===== src/rtl/seq_detector_param.sv =====
// -----------------------------------------------------------------------------
// seq_detector_param
//
// Serial pattern detector. Tracks k, the length of the longest PATTERN prefix
// that matches the tail of the sampled stream, using a KMP-style fallback
// derived at elaboration time for any PATTERN. Bit N-1 of PATTERN is the first
// bit expected on the wire. A completed match raises y for exactly one cycle.
//
// Parameters
//   N        pattern length in bits (2..8)
//   PATTERN  target sequence, N bits, MSB received first
//   OVERLAP  1: after a match, resume from the longest proper border
//            0: after a match, restart with nothing matched
//
// Ports
//   clk     in   single clock, all state changes on posedge
//   reset   in   asynchronous, active-low reset
//   x       in   serial data bit, sampled when enable=1
//   enable  in   sample qualifier
//   clear   in   synchronous clear of state, y and count (wins over enable)
//   y       out  registered one-cycle match flag
//   count   out  8-bit saturating match counter
//
// Build option
//   SEQ_DETECTOR_COUNT_EN  when defined, count is a saturating counter of
//                          matches; otherwise count is tied to zero and no
//                          counter register exists.
// -----------------------------------------------------------------------------
module seq_detector_param #(
    parameter int             N       = 4,
    parameter logic [N-1:0]   PATTERN = 4'b1101,
    parameter bit             OVERLAP = 1'b1
) (
    input  logic       clk,
    input  logic       reset,
    input  logic       x,
    input  logic       enable,
    input  logic       clear,
    output logic       y,
    output logic [7:0] count
);

    localparam int KW = $clog2(N);

    // Longest proper border of PATTERN (prefix that is also a suffix).
    function automatic int border_len();
        int  len;
        logic ok;
        len = 0;
        for (int j = 1; j < N; j++) begin
            ok = 1'b1;
            for (int i = 0; i < N; i++) begin
                if (i < j) begin
                    if (PATTERN[N-1-i] != PATTERN[j-1-i]) ok = 1'b0;
                end
            end
            if (ok) len = j;
        end
        return len;
    endfunction

    // Next prefix length after appending bit_in to the matched prefix of
    // length cur. Result N means the whole pattern just completed.
    function automatic logic [KW:0] advance(input logic [KW-1:0] cur,
                                            input logic          bit_in);
        logic [KW:0] best;
        logic        ok;
        logic        b;
        int          pos;
        best = '0;
        for (int j = 1; j <= N; j++) begin
            if (j <= int'(cur) + 1) begin
                ok = 1'b1;
                for (int t = 0; t < N; t++) begin
                    if (t < j) begin
                        // Bit t of the candidate suffix of (prefix, bit_in).
                        pos = int'(cur) + 1 - j + t;
                        b   = (pos == int'(cur)) ? bit_in : PATTERN[N-1-pos];
                        if (b != PATTERN[N-1-t]) ok = 1'b0;
                    end
                end
                if (ok) best = (KW+1)'(j);
            end
        end
        return best;
    endfunction

    localparam logic [KW-1:0] RESTART = OVERLAP ? KW'(border_len()) : '0;
    localparam logic [KW:0]   FULL    = (KW+1)'(N);

    logic [KW-1:0] k;
    logic [KW:0]   nxt;
    logic          legal;
    logic          match;

    always_comb begin
        nxt   = advance(k, x);
        // Encodings above N-1 only exist when N is not a power of two.
        legal = (int'(k) <= N - 1);
        match = legal && enable && !clear && (nxt == FULL);
    end

    always_ff @(posedge clk or negedge reset) begin
        if (!reset) begin
            k <= '0;
            y <= 1'b0;
        end else begin
            y <= match;
            if (clear || !legal) begin
                k <= '0;
            end else if (enable) begin
                k <= match ? RESTART : nxt[KW-1:0];
            end
        end
    end

`ifdef SEQ_DETECTOR_COUNT_EN
    function automatic logic [7:0] sat_inc(input logic [7:0] v);
        return (v == 8'hFF) ? v : v + 8'd1;
    endfunction

    always_ff @(posedge clk or negedge reset) begin
        if (!reset) begin
            count <= 8'd0;
        end else if (clear) begin
            count <= 8'd0;
        end else if (match) begin
            count <= sat_inc(count);
        end
    end
`else
    assign count = 8'd0;
`endif

endmodule


===== config.mk =====
export PLATFORM = sky130hd
export DESIGN_NAME = seq_detector_param
export DESIGN_NICKNAME = d
export VERILOG_FILES = /design/src/rtl/seq_detector_param.sv
export SDC_FILE = /design/constraint.sdc
export NUM_CORES = 1
export LEC_CHECK = 0
export BUFFER_PORTS_ARGS = -buffer_cell sky130_fd_sc_hd__buf_2
export CAP_MARGIN = 25
export CELL_PAD_IN_SITES_DETAIL_PLACEMENT = 0
export CELL_PAD_IN_SITES_GLOBAL_PLACEMENT = 1
export CORE_UTILIZATION = 37
export CTS_CLUSTER_DIAMETER = 40
export DETAILED_ROUTE_END_ITERATION = 8
export MAX_ROUTING_LAYER = met4
export PLACE_DENSITY = 0.83
export SLEW_MARGIN = 0
export SYNTH_ARGS = -nofsm -noshare
export SYNTH_HDL_FRONTEND = slang
export SYNTH_SLANG_ARGS = --single-unit
export TNS_END_PERCENT = 20

===== constraint.sdc =====
create_clock -name clk -period 3.1 [get_ports clk]
set_clock_uncertainty 0.05 [all_clocks]
set_input_delay 0.93 -clock clk [delete_from_list [all_inputs] [get_ports clk]]
set_output_delay 0.93 -clock clk [all_outputs]
set_load 0.02 [all_outputs]

==> run_results.csv, run 1 <==
group,metric,value,unit
sta,final.setup.worst_slack,0.403,ns
clock_network,cts.repair_timing.setup_buffer_count,0,
drt,post_drt_wl_per_cell,10.4,µm
synthesis,synth-edff-count,0,
global_route,grt_first_pass_wirelength,1.45,mm
synthesis,syn-cell-area,538,µm²
drt,drtAntennaViolNets,0,
critical_path,startpoint_type,"register",
sta,fmax,371,MHz
synthesis,netlist_instances,60,
finish,nNetsFinal,88,
synthesis,synth_top_cells_by_area,"ha_1, dfrtp_1, buf_4",
sta,min_period,2.70,ns
critical_path,worstSetupEndpointType,"register",
place,placed_cell_area,556,µm²
critical_path,crit_arrival,2.75,ns
clock_network,tritoncts.num_buffers,3,
sta,setup_repair_after_global_routing_missed_its_margin,"false",
critical_path,worst-path-buf-inv,2,
synthesis,synth_area_per_cell,8.97,µm²
drt,detail_route.iter0.violations,2,
sta,sum_neg_setup_slack,0,ns
floorplan,core_area,1330,µm²
power_and_ir_drop,ratio_of_total_power_to_cell_area,449,nW/µm²
critical_path,cp_slowest_cell,"dfrtp_1",
finish,final_cell_area,582,µm²
clock_network,cts_root_buffer,"clkbuf_4",
clock_network,clock_path_buffers,2,
sta,final-setup-viol-count,0,
synthesis,async_reset_ff_share,100,%
outcome,run_status,"finished clean",
synthesis,yosys.area.top_type,"ha_1",
critical_path,regToRegEndpoint,"k[0]",
sta,whs,0.430,ns
synthesis,ys_types,25,
drt,finalWirelength,872,µm
job,maxCapViolCount,0,
place,place_congestion,0.766,
critical_path,required,3.15,ns
clock_network,ctsHtreeMaxLevel,1,
power_and_ir_drop,leakagePower,0.313,nW
floorplan,io_pins,14,
synthesis,synth-main-ff-cell,"dfrtp_1",
floorplan,row_count,13,
synthesis,ys_seq_area_share,14.0,%
sta,finalMaxSlewViolations,0,
critical_path,r2r_cell_count,10,
worst_hold_path,worst_hold_path_type,"input pin to asynchronous set/reset pin",
clock_network,worstSkewPairLatency,0.24,ns
sta,final-hold-violation-count,0,
drt,detail_route.vias_per_cell,4.69,
drt,vias,394,
critical_path,crit_fanout,10,
critical_path,r2r_start,"k[1]",
finish,flow.area_growth_from_synthesis,8.14,%
critical_path,path_cells,"inv_1, ha_1, xnor2_1, ha_1, inv_1, ha_1, nor4bb_1, nand4_1, mux2i_1, o211ai_1",
global_route,initial_antenna_violation_count,0,
critical_path,top_cell_by_count_worst_path,"ha_1",
finish,finish.utilization,43.6,%
drt,route.detailed.drc,0,
clock_network,cts_sinks,3,
place,dp_hpwl,684,µm
drt,drtPass1Iterations,2,
synthesis,most_frequent_cell_after_synthesis,"ha_1",
critical_path,critical_path.max_stage_delay,0.50,ns
global_route,first_global_vias,355,
sta,timing.final.crit_share,87.0,%
place,detailedPlace.worstSlack,0.380,ns
floorplan,die_area,1610,µm²
clock_network,post_cts_hold_buffer_count,0,
synthesis,synth.ff_latch_count,3,
power_and_ir_drop,irDropWorstVdd,0.228,mV
floorplan,floorplan.initialDensity,40.3,%
floorplan,chipWidth,40.1,µm
finish,diodes,0,
place,io_buffers,5,
floorplan,die_height,40.1,µm
clock_network,clk_transition_reported_paths,0.04,ns
critical_path,criticalPathCategory,"register to register",
global_route,grt_max_degree,11,
global_route,grt_use_total,14.6,%
clock_network,cts.repair.resized,0,
clock_network,clock_tree_from_tritoncts,"done",
synthesis,ys.warnings.count,0,
synthesis,synth_common_cells,"ha_1, inv_1, buf_4",
synthesis,synth_largest_type_area_fraction,30.2,%
finish,post_route_cells_drive_above_1_share,15.9,%
critical_path,critical_path.top_delay_family,"adder cells",
global_route,grt_remaining_overflow,0,
critical_path,r2r_setup_slack,0.40,ns
[cells by family after synthesis]
logic type | count (synthesis) | share of synthesized area [%]
buffers and inverters | 17 | 17.4
and+or+nand+nor | 14 | 15.4
AOI/OAI and AO/OA | 8 | 11.9
xor gates and xnor gates | 2 | 5.81
adders and majority gates | 13 | 30.2
DFF | 3 | 14.0
other | 1 | 0.697
muxes | 2 | 4.65
[flip-flops by register name, indices dropped and copies added (netlist names)]
signal / count
y: 1
k: 2
[power by group]
group / internal [W] / leakage, nW / switching (W)
combinational: 0.0000669 / 0.257 / 0.0000776
clock: 0.0000484 / 0.0150 / 0.0000222
sequential: 0.0000425 / 0.0411 / 0.00000385
total: 0.000158 / 0.313 / 0.000104
[stage by stage]
stage                     total power (W)  instances
final                            0.000261         84
after global routing             0.000288         84
after CTS                        0.000266         84
after detailed placement         0.000192         80
after global placement           0.000189         80
after floorplan                  0.000168         67
[worst max-delay path by stage]
stage,start,to,slack (ns),cells past startpoint
final,k[1],k[0],0.40,10
after global routing,k[1],k[0],0.09,10
after floorplan,k[0],k[0],0.67,10
after global placement,k[1],k[0],0.47,10
after CTS,k[1],k[0],0.38,10
after detailed placement,k[1],k[0],0.38,10
[metal layers]
| metal | track usage [%] | vias to the layer above | wire length (µm) |
|---|---|---|---|
| li1 | - | 207 | - |
| met1 | 17.0 | 176 | 430 |
| met2 | 21.8 | 11 | 385 |
| met3 | 6.67 | 0 | 56 |
| met4 | 5.17 | 0 | 0 |
| met5 | - | - | 0 |
[cell type report]
type / count / area (µm²)
sequential: 3 / 75.1
multi-input combinational: 47 / 395
clock buffer: 4 / 26.3
fill: 133 / 752
inverter: 9 / 33.8
timing repair buffer: 6 / 32.5
tap: 15 / 18.8
[cell usage in the layout (no fill, tap or decap), types with 2 or more instances in the layout]
cell type  instances
ha_1              13
inv_1              9
conb_1             8
buf_2              5
nand2_1            3
nor3_1             3
clkbuf_4           3
dfrtp_1            3
nor2_1             2
a41oi_1            2
(Power assumes the default switching activity.)
==> run 2: changes to the inputs <==
==> constraint.sdc (replaced) <==
create_clock -name clk -period 3.1 [get_ports clk]
set_clock_uncertainty 0.05 [all_clocks]
set_input_delay 0.31 -clock clk [delete_from_list [all_inputs] [get_ports clk]]
set_output_delay 0.31 -clock clk [all_outputs]
set_load 0.02 [all_outputs]
==> run 2 against run 1 <==
Compared with the run above:
- global-route usage up 0.24 points
- fmax unchanged
- utilization up 0.75 points
- hold slack worse by 0.086 ns
- wire length up 0.92%
- clock power about the same
- clock-buffer cell count unchanged
- largest power group unchanged
==> run_results.csv, run 2 (same netlist as run 1, synthesis figures left out) <==
group,metric,value,unit
finish,finish.utilization,44.4,%
place,place_congestion,0.766,
critical_path,criticalPathCategory,"register to register",
finish,reg_top3,"k (2), y (1)",
drt,route.detailed.drc,0,
floorplan,core_area,1330,µm²
place,io_buffers,5,
drt,drtPass1Iterations,2,
floorplan,io_pins,14,
global_route,grt_first_pass_wirelength,1.48,mm
job,maxCapViolCount,0,
critical_path,worstSetupEndpointType,"register",
drt,vias,398,
worst_hold_path,worst_hold_path_type,"input pin to asynchronous set/reset pin",
clock_network,worstSkewPairLatency,0.24,ns
sta,min_period,2.70,ns
drt,finalWirelength,880,µm
critical_path,required,3.15,ns
finish,largest_register_ffs,2,
drt,drtAntennaViolNets,0,
finish,diodes,0,
clock_network,clock_tree_from_tritoncts,"done",
power_and_ir_drop,ratio_of_total_power_to_cell_area,443,nW/µm²
drt,routed_length_on_met3,58,µm
critical_path,crit_fanout,10,
floorplan,die_area,1610,µm²
floorplan,floorplan.initialDensity,40.3,%
drt,met2RoutedLength,390,µm
clock_network,tritoncts.num_buffers,3,
critical_path,crit_arrival,2.75,ns
floorplan,chipWidth,40.1,µm
finish,post_route_cells_drive_above_1_share,15.7,%
sta,finalMaxSlewViolations,0,
sta,final-setup-viol-count,0,
finish,registers.top_by_ff_count,"k",
drt,detail_route.iter0.violations,2,
drt,detail_route.vias_per_cell,4.68,
place,detailedPlace.worstSlack,0.380,ns
finish,nNetsFinal,89,
global_route,first_global_vias,367,
clock_network,cts_sinks,3,
drt,route.top_layer_used,"met3",
floorplan,die_height,40.1,µm
sta,fmax,371,MHz
clock_network,clk_transition_reported_paths,0.04,ns
clock_network,cts.repair.resized,0,
global_route,grt_max_degree,11,
sta,timing.final.crit_share,87.0,%
clock_network,ctsHtreeMaxLevel,1,
power_and_ir_drop,irDropWorstVdd,0.228,mV
sta,final.setup.worst_slack,0.403,ns
sta,final-hold-violation-count,0,
critical_path,startpoint_type,"register",
sta,setup_repair_after_global_routing_missed_its_margin,"false",
global_route,initial_antenna_violation_count,0,
place,dp_hpwl,684,µm
finish,final_cell_mix,"ha_1, inv_1, conb_1",
sta,sum_neg_setup_slack,0,ns
clock_network,clock_path_buffers,2,
drt,wl_met1,431,µm
place,placed_cell_area,556,µm²
floorplan,row_count,13,
clock_network,cts_root_buffer,"clkbuf_4",
power_and_ir_drop,leakagePower,0.317,nW
global_route,grt_use_total,14.8,%
finish,final_common_cell,"ha_1",
finish,final_cell_area,592,µm²
global_route,grt_remaining_overflow,0,
drt,post_drt_wl_per_cell,10.4,µm
outcome,run_status,"finished clean",
finish,flow.area_growth_from_synthesis,10.0,%
[run 2: changes by cell type in the layout (fill, tap and decap cells not counted), sizes merged]
cell         previous run  this run
dlygate4sd3             0         1
[run 2: through the flow]
stage	total power, W	hold WS, ns	instances
6_report	0.000262	0.344	85
5_1_grt	0.000289	0.384	85
4_1_cts	0.000267	0.337	85
3_5_place_dp	0.000192	0.0587	80
3_3_place_gp	0.000189	0.0543	80
2_1_floorplan	0.000168	-0.0356	67
[run 2: critical path, stage by stage (launching register included)]
cell	delay, ns
dfrtp_1	0.50
inv_1	0.13
ha_1	0.35
xnor2_1	0.28
ha_1	0.20
inv_1	0.04
ha_1	0.26
nor4bb_1	0.28
nand4_1	0.15
mux2i_1	0.21
o211ai_1	0.11
[run 2: cell type report]
class | instances | area, µm²
repair buffers | 7 | 42.5
well taps | 15 | 18.8
fillers | 132 | 742
flip-flops and latches | 3 | 75.1
inverters | 9 | 33.8
clock buffers | 4 | 26.3
multi-input cells | 47 | 395
[run 2: worst paths after layout]
path                             from  endpoint  slack (ns)  depth (start not counted)
worst max register to register   k[1]      k[0]        0.40                         10
worst min register to register   k[0]      k[0]        0.79                          4
worst max-delay path             k[1]      k[0]        0.40                         10
min in group clk                clear      k[0]        0.43                          4
max in group asynchronous       reset         y        2.55                          2
worst min-delay path            reset      k[0]        0.34                          2
[run 2: per-layer routing]
layer / vias to the layer above / GRT usage, %
li1: 209 / -
met1: 178 / 17.0
met2: 11 / 22.6
met3: 0 / 6.67
met4: 0 / 5.17
met5: - / -
[run 2: timing repair]
item | CTS | global route
endpoints found under the hold margin | 3 | 0
hold buffers | 1 | 0
setup endpoints to repair | 0 | 0
buffers inserted | 0 | 0
[run 2: power breakdown]
part / leakage, nW / internal, W / switching, W
registers: 0.0411 / 0.0000425 / 0.00000385
clock network: 0.0150 / 0.0000484 / 0.0000221
logic: 0.261 / 0.0000677 / 0.0000778
total: 0.317 / 0.000159 / 0.000104
